--- src/rtl/ring_pkg.sv ---
// Shared definitions for the one-hot ring counter and its monitor:
// state encodings, rotation helpers and a one-hot to index decoder.
package ring_pkg;

  // Widest ring the helper functions handle.
  localparam int MAX_N = 32;
  typedef logic [MAX_N-1:0] ring_vec_t;

  // Monitor state encodings.
  localparam logic [1:0] ST_IDLE = 2'd0;
  localparam logic [1:0] ST_ACQ  = 2'd1;
  localparam logic [1:0] ST_LOCK = 2'd2;

  // Rotate the low n bits of v left by one (bit n-1 wraps to bit 0).
  function automatic ring_vec_t rot_left(input ring_vec_t v, input int n);
    ring_vec_t  r;
    logic [4:0] src;
    r = '0;
    for (int i = 0; i < MAX_N; i++) begin
      src = (i == 0) ? 5'(n - 1) : 5'(i - 1);
      if (i < n) r[i] = v[src];
    end
    return r;
  endfunction

  // Rotate the low n bits of v right by one (bit 0 wraps to bit n-1).
  function automatic ring_vec_t rot_right(input ring_vec_t v, input int n);
    ring_vec_t  r;
    logic [4:0] src;
    r = '0;
    for (int i = 0; i < MAX_N; i++) begin
      src = (i == n - 1) ? 5'd0 : 5'(i + 1);
      if (i < n) r[i] = v[src];
    end
    return r;
  endfunction

  // Index of the highest set bit; meaningful only when v is one-hot.
  function automatic logic [4:0] onehot_to_idx(input ring_vec_t v);
    logic [4:0] k;
    k = '0;
    for (int i = 0; i < MAX_N; i++) begin
      if (v[i]) k = 5'(i);
    end
    return k;
  endfunction

endpackage

--- src/rtl/onehot_dec.sv ---
// Combinational decode of a ring bus: binary index of the hot bit and a
// flag that says whether exactly one bit is set.
module onehot_dec
  import ring_pkg::*;
#(
  parameter int N  = 4,
  parameter int IW = $clog2(N)
) (
  input  logic [N-1:0]  q,
  output logic [IW-1:0] idx,
  output logic          onehot
);

  assign onehot = ($countones(q) == 1);
  assign idx    = IW'(onehot_to_idx(MAX_N'(q)));

endmodule

--- src/rtl/ring_count_monitor.sv ---
// Receive-side checker for a one-hot ring-counter bus: decodes the hot bit,
// checks legality and rotation against the previous sample, locks after a
// run of good steps and flags/counts violations seen while locked.
module ring_count_monitor
  import ring_pkg::*;
#(
  parameter int N        = 4,
  parameter int DIR      = 0,
  parameter int LOCK_CNT = 2,
  parameter int ERR_W    = 8,
  localparam int IW      = $clog2(N)
) (
  input  logic             c,
  input  logic             r,
  input  logic             en,
  input  logic [N-1:0]     q,
  input  logic             clr_err,
  output logic [IW-1:0]    idx,
  output logic             valid,
  output logic             locked,
  output logic             err,
  output logic [ERR_W-1:0] err_cnt
);

  localparam int GW = $clog2(LOCK_CNT + 1);
  localparam logic [ERR_W-1:0] CNT_MAX = '1;

  logic [1:0]       state_q, state_d;
  logic [N-1:0]     prev_q, prev_d;
  logic [GW-1:0]    good_q, good_d;
  logic [IW-1:0]    idx_q, idx_d;
  logic             valid_q, valid_d;
  logic             locked_q, locked_d;
  logic             err_q, err_d;
  logic [ERR_W-1:0] cnt_q, cnt_d;

  logic [IW-1:0]    dec_idx;
  logic             dec_onehot;
  logic [N-1:0]     exp_next;
  logic             match;
  logic [GW-1:0]    good_inc;

  onehot_dec #(.N(N), .IW(IW)) u_dec (
    .q      (q),
    .idx    (dec_idx),
    .onehot (dec_onehot)
  );

  // Expected successor of the previous sample and the rotation check.
  always_comb begin
    exp_next = (DIR == 0) ? N'(rot_left(MAX_N'(prev_q), N))
                          : N'(rot_right(MAX_N'(prev_q), N));
    match    = dec_onehot && (q == exp_next);
    good_inc = good_q + GW'(1);
  end

  // Next-state logic: FSM, previous sample, good-step counter, error count.
  always_comb begin
    // NOTE: every variable gets a default first so no path can infer a latch.
    state_d = state_q;
    prev_d  = prev_q;
    good_d  = good_q;
    idx_d   = idx_q;
    valid_d = valid_q;
    err_d   = 1'b0;
    cnt_d   = cnt_q;

    if (en) begin
      valid_d = dec_onehot;
      if (dec_onehot) begin
        idx_d  = dec_idx;
        prev_d = q;
      end
      case (state_q)
        ST_IDLE: begin
          if (dec_onehot) begin
            state_d = ST_ACQ;
            good_d  = '0;
          end
        end
        ST_ACQ: begin
          if (match) begin
            good_d = good_inc;
            if (good_inc == GW'(LOCK_CNT)) state_d = ST_LOCK;
          end else if (dec_onehot) begin
            good_d = '0;
          end else begin
            state_d = ST_IDLE;
          end
        end
        ST_LOCK: begin
          if (!match) begin
            err_d   = 1'b1;
            good_d  = '0;
            state_d = dec_onehot ? ST_ACQ : ST_IDLE;
          end
        end
        default: state_d = ST_IDLE;
      endcase
    end

    locked_d = (state_d == ST_LOCK);

    // A clear coinciding with a new error leaves that error counted.
    if (clr_err) begin
      cnt_d = err_d ? ERR_W'(1) : '0;
    end else if (err_d && (cnt_q != CNT_MAX)) begin
      cnt_d = cnt_q + ERR_W'(1);
    end
  end

  // State registers with asynchronous active-low reset.
  always_ff @(posedge c or negedge r) begin
    if (!r) begin
      state_q  <= ST_IDLE;
      prev_q   <= '0;
      good_q   <= '0;
      idx_q    <= '0;
      valid_q  <= 1'b0;
      locked_q <= 1'b0;
      err_q    <= 1'b0;
      cnt_q    <= '0;
    end else begin
      // NOTE: non-blocking updates so every register samples pre-edge values.
      state_q  <= state_d;
      prev_q   <= prev_d;
      good_q   <= good_d;
      idx_q    <= idx_d;
      valid_q  <= valid_d;
      locked_q <= locked_d;
      err_q    <= err_d;
      cnt_q    <= cnt_d;
    end
  end

  assign idx     = idx_q;
  assign valid   = valid_q;
  assign locked  = locked_q;
  assign err     = err_q;
  assign err_cnt = cnt_q;

endmodule

--- config.mk ---
export PLATFORM = sky130hd
export DESIGN_NAME = ring_count_monitor
export DESIGN_NICKNAME = d
export VERILOG_FILES = /design/src/rtl/ring_pkg.sv /design/src/rtl/onehot_dec.sv /design/src/rtl/ring_count_monitor.sv
export SDC_FILE = /design/constraint.sdc
export NUM_CORES = 1
export LEC_CHECK = 0
export CAP_MARGIN = 20
export CORE_ASPECT_RATIO = 1.25
export CORE_MARGIN = 5
export CORE_UTILIZATION = 56
export CTS_CLUSTER_DIAMETER = 80
export DETAILED_ROUTE_END_ITERATION = 6
export DONT_BUFFER_PORTS = 1
export GPL_ROUTABILITY_DRIVEN = 0
export HOLD_SLACK_MARGIN = 0.12
export PLACE_DENSITY = 0.74
export SLEW_MARGIN = 20
export SYNTH_ARGS = -nofsm -noshare
export SYNTH_HDL_FRONTEND = slang
export SYNTH_SLANG_ARGS = --single-unit
--- constraint.sdc ---
create_clock -name c -period 1.6 [get_ports c]
set_clock_uncertainty 0.1 [all_clocks]
set_input_delay 0.48 -clock c [delete_from_list [all_inputs] [get_ports c]]
set_output_delay 0.48 -clock c [all_outputs]
set_load 0.005 [all_outputs]
**Word-level counts from Yosys, hierarchy flattened**

Cells that the tools add are included.

- Input bits: 8
- Logic and storage cells: 49
- Output and inout port bits: 13
- Bits in registers: 21

- Mux-type cells: 21
- Equal/unequal tests: 8
- Reductions and logical operators: 7
- $add $sub $neg: 5

Operators by type and width:

| cell | count |
|---|---|
| $add 32x32->32 | 1 |
| $eq 32x2->1 const B | 1 |
| $mux 2 | 11 |
| $mux 8 | 2 |
| $pmux 2 s3 | 2 |
| $add 8x1->8 const B | 1 |
| $ne 8x8->1 const B | 1 |
| $eq 2x2->1 const B | 3 |
| $mux 1 | 6 |
| $add 1x1->2 | 2 |
| $eq 4x4->1 | 1 |
| $reduce_and 3->1 | 1 |
| $reduce_bool 3->1 | 1 |
| $add 2x1->2 const B | 1 |
| $eq 2x1->1 const B | 1 |
| $logic_and 1x1->1 | 2 |
| $logic_not 2->1 | 1 |
| $ne 2x2->1 const B | 1 |
| $reduce_and 2->1 | 1 |
| $reduce_bool 2->1 | 1 |

**Logic depth before layout (Yosys ltp)**

- Word-level depth: 10
- Gate-level depth with buffers: 10
- Gate-level depth less buffers: 9

**Modules after synthesis**

A second synthesis with hierarchy kept.

- Cells, all modules: 131
- Area total of the unflattened synthesis: 1,265.0 sq um

By module, submodules not included:

| module | area each (sq um) | times used | sequential area each (sq um) | cells an instance |
|---|---|---|---|---|
| ring_count_monitor | 1,182.4 | 1 | 525.5 | 120 |
| onehot_dec | 82.6 | 1 | 0.0 | 11 |

**Least setup slack after synthesis**

Ideal clock, no wire load.

- Path type: input to register
- From: in q[2]
- To: reg prev_q[1]
- Cell stages on the path: 8
- Slack: -1,051 ps
- Buffers on the path: 1
- Required time: 1,372 ps
- Data arrival time: 2,423 ps
- Setup time: 128 ps
- Cells stage by stage: inv_1 > ha_1 > ha_1 > fa_1 > nor3b_4 > nand2_1 > buf_2 > mux2_1

- Cells in the longest elaborated chain, start to end: 4

RTL lines:

| element | line | text |
|---|---|---|
| from (decl) | ring_count_monitor.sv:16 | `input logic [N-1:0] q,` |
| $add 1x1->2 (not written as such) | onehot_dec.sv:14 | `assign onehot = ($countones(q) == 1);` |
| $add 32x32->32 (not written as such) | onehot_dec.sv:14 |  |
| $eq 32x2->1 | onehot_dec.sv:14 |  |
| $reduce_and 2->1 (no line) | - |  |
| to (signal assigned) | ring_count_monitor.sv:126 | `prev_q <= prev_d;` |
| to (decl) | ring_count_monitor.sv:29 | `logic [N-1:0] prev_q, prev_d;` |

No other way between the ends.
A chain may end at the register's enable or synchronous reset.

**Final worst setup path**

- From: in q[3]
- To: reg cnt_q[2] (netlist: err_cnt[2])

- Cells in the longest elaborated chain, start to end: 9
- Elaborated cells between the ends (all ways): 10
- Classes of those cells: 2 x add/sub; 2 x eq/ne; 3 x mux; 3 x reduce/logical

RTL lines:

| element | line | text |
|---|---|---|
| $add 1x1->2 (not written as such) | onehot_dec.sv:14 |  |
| $add 32x32->32 (not written as such) | onehot_dec.sv:14 |  |
| $eq 32x2->1 | onehot_dec.sv:14 |  |
| $logic_and 1x1->1 * | ring_count_monitor.sv:53 | `match = dec_onehot && (q == exp_next);` |
| $mux 1 * | ring_count_monitor.sv:92 | `if (!match) begin` |
| $mux 1 * | ring_count_monitor.sv:74 | `case (state_q)` |
| $mux 1 * | ring_count_monitor.sv:68 | `if (en) begin` |
| $logic_and 1x1->1 * | ring_count_monitor.sv:107 | `end else if (err_d && (cnt_q != CNT_MAX)) begin` |
| $reduce_bool 2->1 (no line) * | - |  |
| to (signal assigned) | ring_count_monitor.sv:132 | `cnt_q <= cnt_d;` |
| to (decl) | ring_count_monitor.sv:35 | `logic [ERR_W-1:0] cnt_q, cnt_d;` |

Mark *: on every way between the ends. The rest lies on a longest branch, timed or not.

==> impl_metrics.prom <==
# TYPE chip_impl_metric gauge
chip_impl_info{name="synthMostInstantiatedCell",value="sky130_fd_sc_hd__dfrtp_1"} 1
chip_impl_info{name="critical_path_class",value="in2reg"} 1
chip_impl_metric{name="period_minus_slack",unit="ps"} 2226
chip_impl_metric{name="clock_sinks",unit=""} 21
chip_impl_metric{name="detail_route.wirelength.met1",unit="mm"} 1.348
chip_impl_info{name="synth_area_leader_cell",value="sky130_fd_sc_hd__dfrtp_1"} 1
chip_impl_metric{name="final.fill_count",unit=""} 133
chip_impl_info{name="crit_path_cell_trace",value="inv_12, ha_4, ha_4, fa_2, or3b_4, o211ai_1, xor2_1, nor2_1"} 1
chip_impl_metric{name="cp.buffers_inverters",unit=""} 1
chip_impl_metric{name="leakagePower",unit="uW"} 0.0008180
chip_impl_metric{name="synth_seq_cells",unit=""} 21
chip_impl_metric{name="post-route-period-util",unit="%"} 139.1
chip_impl_metric{name="routedWlPerCell",unit="um"} 18.27
chip_impl_info{name="status",value="finished with violations"} 1
chip_impl_metric{name="routed-wl-met2",unit="mm"} 1.979
chip_impl_info{name="timing.critical_path.max_delay_family",value="adder cells"} 1
chip_impl_metric{name="worst_ep_arrival_time",unit="ps"} 2350
chip_impl_metric{name="global_route_wire_length_before_repair",unit="mm"} 5.023
chip_impl_metric{name="clock.fmax",unit="MHz"} 449.2
chip_impl_metric{name="place.detailed.hpwl",unit="mm"} 2.300
chip_impl_metric{name="synthToLayoutAreaGrowth",unit="%"} 41.73
chip_impl_metric{name="grt_overflow",unit=""} 0
chip_impl_metric{name="initial_antenna_violation_count",unit=""} 0
chip_impl_metric{name="die-height",unit="um"} 64.21
chip_impl_info{name="timing.critical_path.from_type",value="input port"} 1
chip_impl_metric{name="timing_worst_slew_pin_value",unit="ps"} 471.7
chip_impl_metric{name="clock_buffer_count_from_cts",unit=""} 3
chip_impl_info{name="cts-root-buf",value="sky130_fd_sc_hd__clkbuf_4"} 1
chip_impl_metric{name="finish.net_count",unit=""} 184
chip_impl_metric{name="synth_enable_flop_cells",unit=""} 0
chip_impl_info{name="netlist_top_cells_area",value="sky130_fd_sc_hd__dfrtp_1 40%, sky130_fd_sc_hd__ha_1 9.5%, sky130_fd_sc_hd__xnor2_2 4.9%"} 1
chip_impl_metric{name="die_w",unit="um"} 53.37
chip_impl_metric{name="post_layout_utilization_of_the_core",unit="%"} 83.48
chip_impl_metric{name="post-synth-top-area-fraction",unit="%"} 39.92
chip_impl_metric{name="worst-endpoint-required",unit="ps"} 1720
chip_impl_metric{name="placeableCoreArea",unit="mm^2"} 0.002235
chip_impl_info{name="most_used_flip_flop_cell_after_synthesis",value="sky130_fd_sc_hd__dfrtp_1"} 1
chip_impl_metric{name="synthesis.area",unit="mm^2"} 0.001316
chip_impl_metric{name="worst_setup_hold_path_clk_slew",unit="ps"} 110
chip_impl_info{name="crit_slowest_cell",value="sky130_fd_sc_hd__or3b_4"} 1
chip_impl_metric{name="power_density",unit="mW/mm^2"} 957.1
chip_impl_metric{name="syn_area_per_cell",unit="um^2"} 10.20
chip_impl_metric{name="drt_first_iter_violations",unit=""} 38
chip_impl_metric{name="dr.pass1.iters",unit=""} 4
chip_impl_metric{name="placementRows",unit=""} 19
chip_impl_metric{name="cts_max_level",unit=""} 1
chip_impl_metric{name="die_area",unit="mm^2"} 0.003426
chip_impl_info{name="crit_path_frequent_cell",value="sky130_fd_sc_hd__ha_4"} 1
chip_impl_metric{name="final_report_max_slew_violation_count",unit=""} 0
chip_impl_info{name="routed.top_layer",value="met4"} 1
chip_impl_info{name="rsz_0062_raised_after_global_routing",value="yes"} 1
chip_impl_metric{name="finalSetupViolCount",unit=""} 21
chip_impl_info{name="synthTopCellsByCount",value="21 x sky130_fd_sc_hd__dfrtp_1, 10 x sky130_fd_sc_hd__ha_1, 10 x sky130_fd_sc_hd__nor2_1"} 1
chip_impl_metric{name="clock_latency",unit="ps"} 320
chip_impl_metric{name="final-seq-area",unit="um^2"} 525.5
chip_impl_metric{name="port-buffer-count",unit=""} 0
chip_impl_info{name="violations_in_the_final_reports",value="negative setup slack"} 1
chip_impl_metric{name="initial_utilization",unit="%"} 58.90
chip_impl_metric{name="via_per_inst",unit=""} 5.867
chip_impl_metric{name="grt_start_max_net_pins",unit=""} 22
chip_impl_metric{name="diodes",unit=""} 0
chip_impl_metric{name="max-cap-violations",unit=""} 0
chip_impl_metric{name="ir_drop",unit="V"} 0.0007897
chip_impl_metric{name="synth_sequential_area_ratio",unit="%"} 39.92
chip_impl_metric{name="drc_errors",unit=""} 0
chip_impl_metric{name="cts.path.max_buffers",unit=""} 2
chip_impl_metric{name="postRouteWirelength",unit="mm"} 3.562
chip_impl_metric{name="detailroute.wirelength.met3",unit="um"} 138
chip_impl_metric{name="post-route-worst-setup-slack",unit="ps"} -626.2
chip_impl_metric{name="syn_inst",unit=""} 129
chip_impl_metric{name="grt.total_usage",unit="%"} 20.22
chip_impl_metric{name="top_level_ports",unit=""} 21
chip_impl_metric{name="worst_slew_margin_rel",unit="%"} 68.56
chip_impl_metric{name="hold_violations",unit=""} 0
chip_impl_info{name="hp-class",value="in2reg"} 1
chip_impl_metric{name="fraction_of_layout_cells_with_a_size_suffix_above_1",unit="%"} 45.73
chip_impl_info{name="cts_tree",value="done"} 1
chip_impl_metric{name="slowest_delay",unit="ps"} 490
chip_impl_metric{name="crit_fanout",unit=""} 8
chip_impl_metric{name="multi_input_comb_area",unit="um^2"} 924.6
chip_impl_metric{name="detailedPlace.worstSlack",unit="ps"} -1068
chip_impl_metric{name="final_antenna_net_count",unit=""} 0
chip_impl_metric{name="synth_fp_nets",unit=""} 148
chip_impl_metric{name="grt_pass1_vias",unit=""} 1111
chip_impl_metric{name="synthArstFlopShare",unit="%"} 100.0
chip_impl_metric{name="synth_cell_types",unit=""} 41
chip_impl_metric{name="via_count",unit=""} 1144
chip_impl_info{name="critical_path.endpoint_type",value="flip-flop"} 1
chip_impl_metric{name="ys_warn_count",unit=""} 0
==> path summary, 6_finish.rpt <==
check / start / endpoint / slack, ps / cells past startpoint
max: q[3] / err_cnt[2] / -630 / 8
max reg2reg: err_cnt[0] / err_cnt[7] / -390 / 6
min: clr_err / err_cnt[3] / 100 / 1
max in group asynchronous: r / valid / 530 / 2
min in group asynchronous: r / err_cnt[0] / 550 / 2
min reg2reg: good_q[1] / good_q[1] / 440 / 2
==> layout make-up <==
| cell class | count | area share [%] |
|---|---|---|
| Clock buffer | 4 | 1.408 |
| Inverter | 8 | 2.549 |
| Multi-Input combinational cell | 96 | 49.56 |
| Sequential cell | 21 | 28.17 |
| Tap cell | 31 | 2.079 |
| Timing Repair Buffer | 35 | 16.23 |
==> layer usage <==
layer  GRT usage, %  vias up
met5              0        -
met4          11.18        0
met3          4.419        9
met2          35.12       31
met1          21.86      570
li1               -      534
==> registers in the layout (all words and copies together), names as in the netlist <==
signal   flops
err          1
locked       1
state_q      2
err_cnt      8
valid        1
good_q       2
prev_q       4
idx          2
==> layout by cell type, fill, tap and decap left out, types with 2 or more instances in the layout <==
master / instances
sky130_fd_sc_hd__a31oi_1: 3
sky130_fd_sc_hd__mux2_4: 2
sky130_fd_sc_hd__o21ai_1: 3
sky130_fd_sc_hd__o21ai_2: 5
sky130_fd_sc_hd__nand3_1: 4
sky130_fd_sc_hd__ha_4: 3
sky130_fd_sc_hd__buf_6: 8
sky130_fd_sc_hd__xor2_1: 5
sky130_fd_sc_hd__nand2_4: 2
sky130_fd_sc_hd__a21oi_1: 2
sky130_fd_sc_hd__o21ai_0: 3
sky130_fd_sc_hd__and3_1: 3
sky130_fd_sc_hd__clkbuf_4: 3
sky130_fd_sc_hd__o31ai_1: 2
sky130_fd_sc_hd__nor2b_1: 4
sky130_fd_sc_hd__nand2_1: 3
sky130_fd_sc_hd__inv_1: 6
sky130_fd_sc_hd__ha_1: 7
sky130_fd_sc_hd__dlygate4sd3_1: 2
sky130_fd_sc_hd__dfrtp_1: 21
sky130_fd_sc_hd__nor2_1: 8
sky130_fd_sc_hd__o21ai_4: 2
sky130_fd_sc_hd__o211ai_1: 2
sky130_fd_sc_hd__nand2_2: 2
sky130_fd_sc_hd__buf_4: 23
sky130_fd_sc_hd__nand2b_1: 2
sky130_fd_sc_hd__xnor2_2: 4
==> through the flow <==
stage / cell area (um^2) / TNS, ps / instances / power (uW) / hold WS (ps)
2_1_floorplan: 1420 / -16400 / 129 / 1153 / 84.41
3_3_place_gp: 1630 / -17700 / 183 / 1281 / 85.05
3_5_place_dp: 1630 / -18500 / 183 / 1310 / 85.10
4_1_cts: 1737 / -10890 / 191 / 1630 / 121.0
5_1_grt: 1866 / -11580 / 195 / 1882 / 91.94
6_report: 1866 / -10920 / 195 / 1785 / 104.0
==> cell families (layout without fill, tap and decap cells) <==
group           Yosys count  in the layout  share of synthesized area (%)
mux                       3              3                          2.471
flops                    21             21                          39.92
compound gates           34             34                          17.78
fa+ha+maj                11             11                          11.03
xor+xnor                  9              9                          8.270
buf+inv                  12             47                          3.707
simple gates             39             39                          16.83
==> worst reg2reg max path, cell delays in order (launching register included) <==
cell                        delay (ps)
sky130_fd_sc_hd__dfrtp_1           420
sky130_fd_sc_hd__ha_1              220
sky130_fd_sc_hd__and3_1            220
sky130_fd_sc_hd__a311oi_2          460
sky130_fd_sc_hd__o2111ai_2         230
sky130_fd_sc_hd__xor2_1            200
sky130_fd_sc_hd__nor2_1             90
==> power by group <==
group	internal (uW)	switching, uW
sequential	621	117
combinational	410	373
clock	97.8	167
==> repair_timing <==
| action | in CTS | in global routing |
|---|---|---|
| hold endpoints to repair | 21 | 29 |
| hold buffers | 1 | 2 |
| pin swaps | 7 | 17 |
| setup endpoints to repair | 21 | 22 |
| cloned | 0 | 0 |
| buffers inserted | 3 | 3 |
| resized for setup | 11 | 25 |
Power figures use the tool's default switching activity.
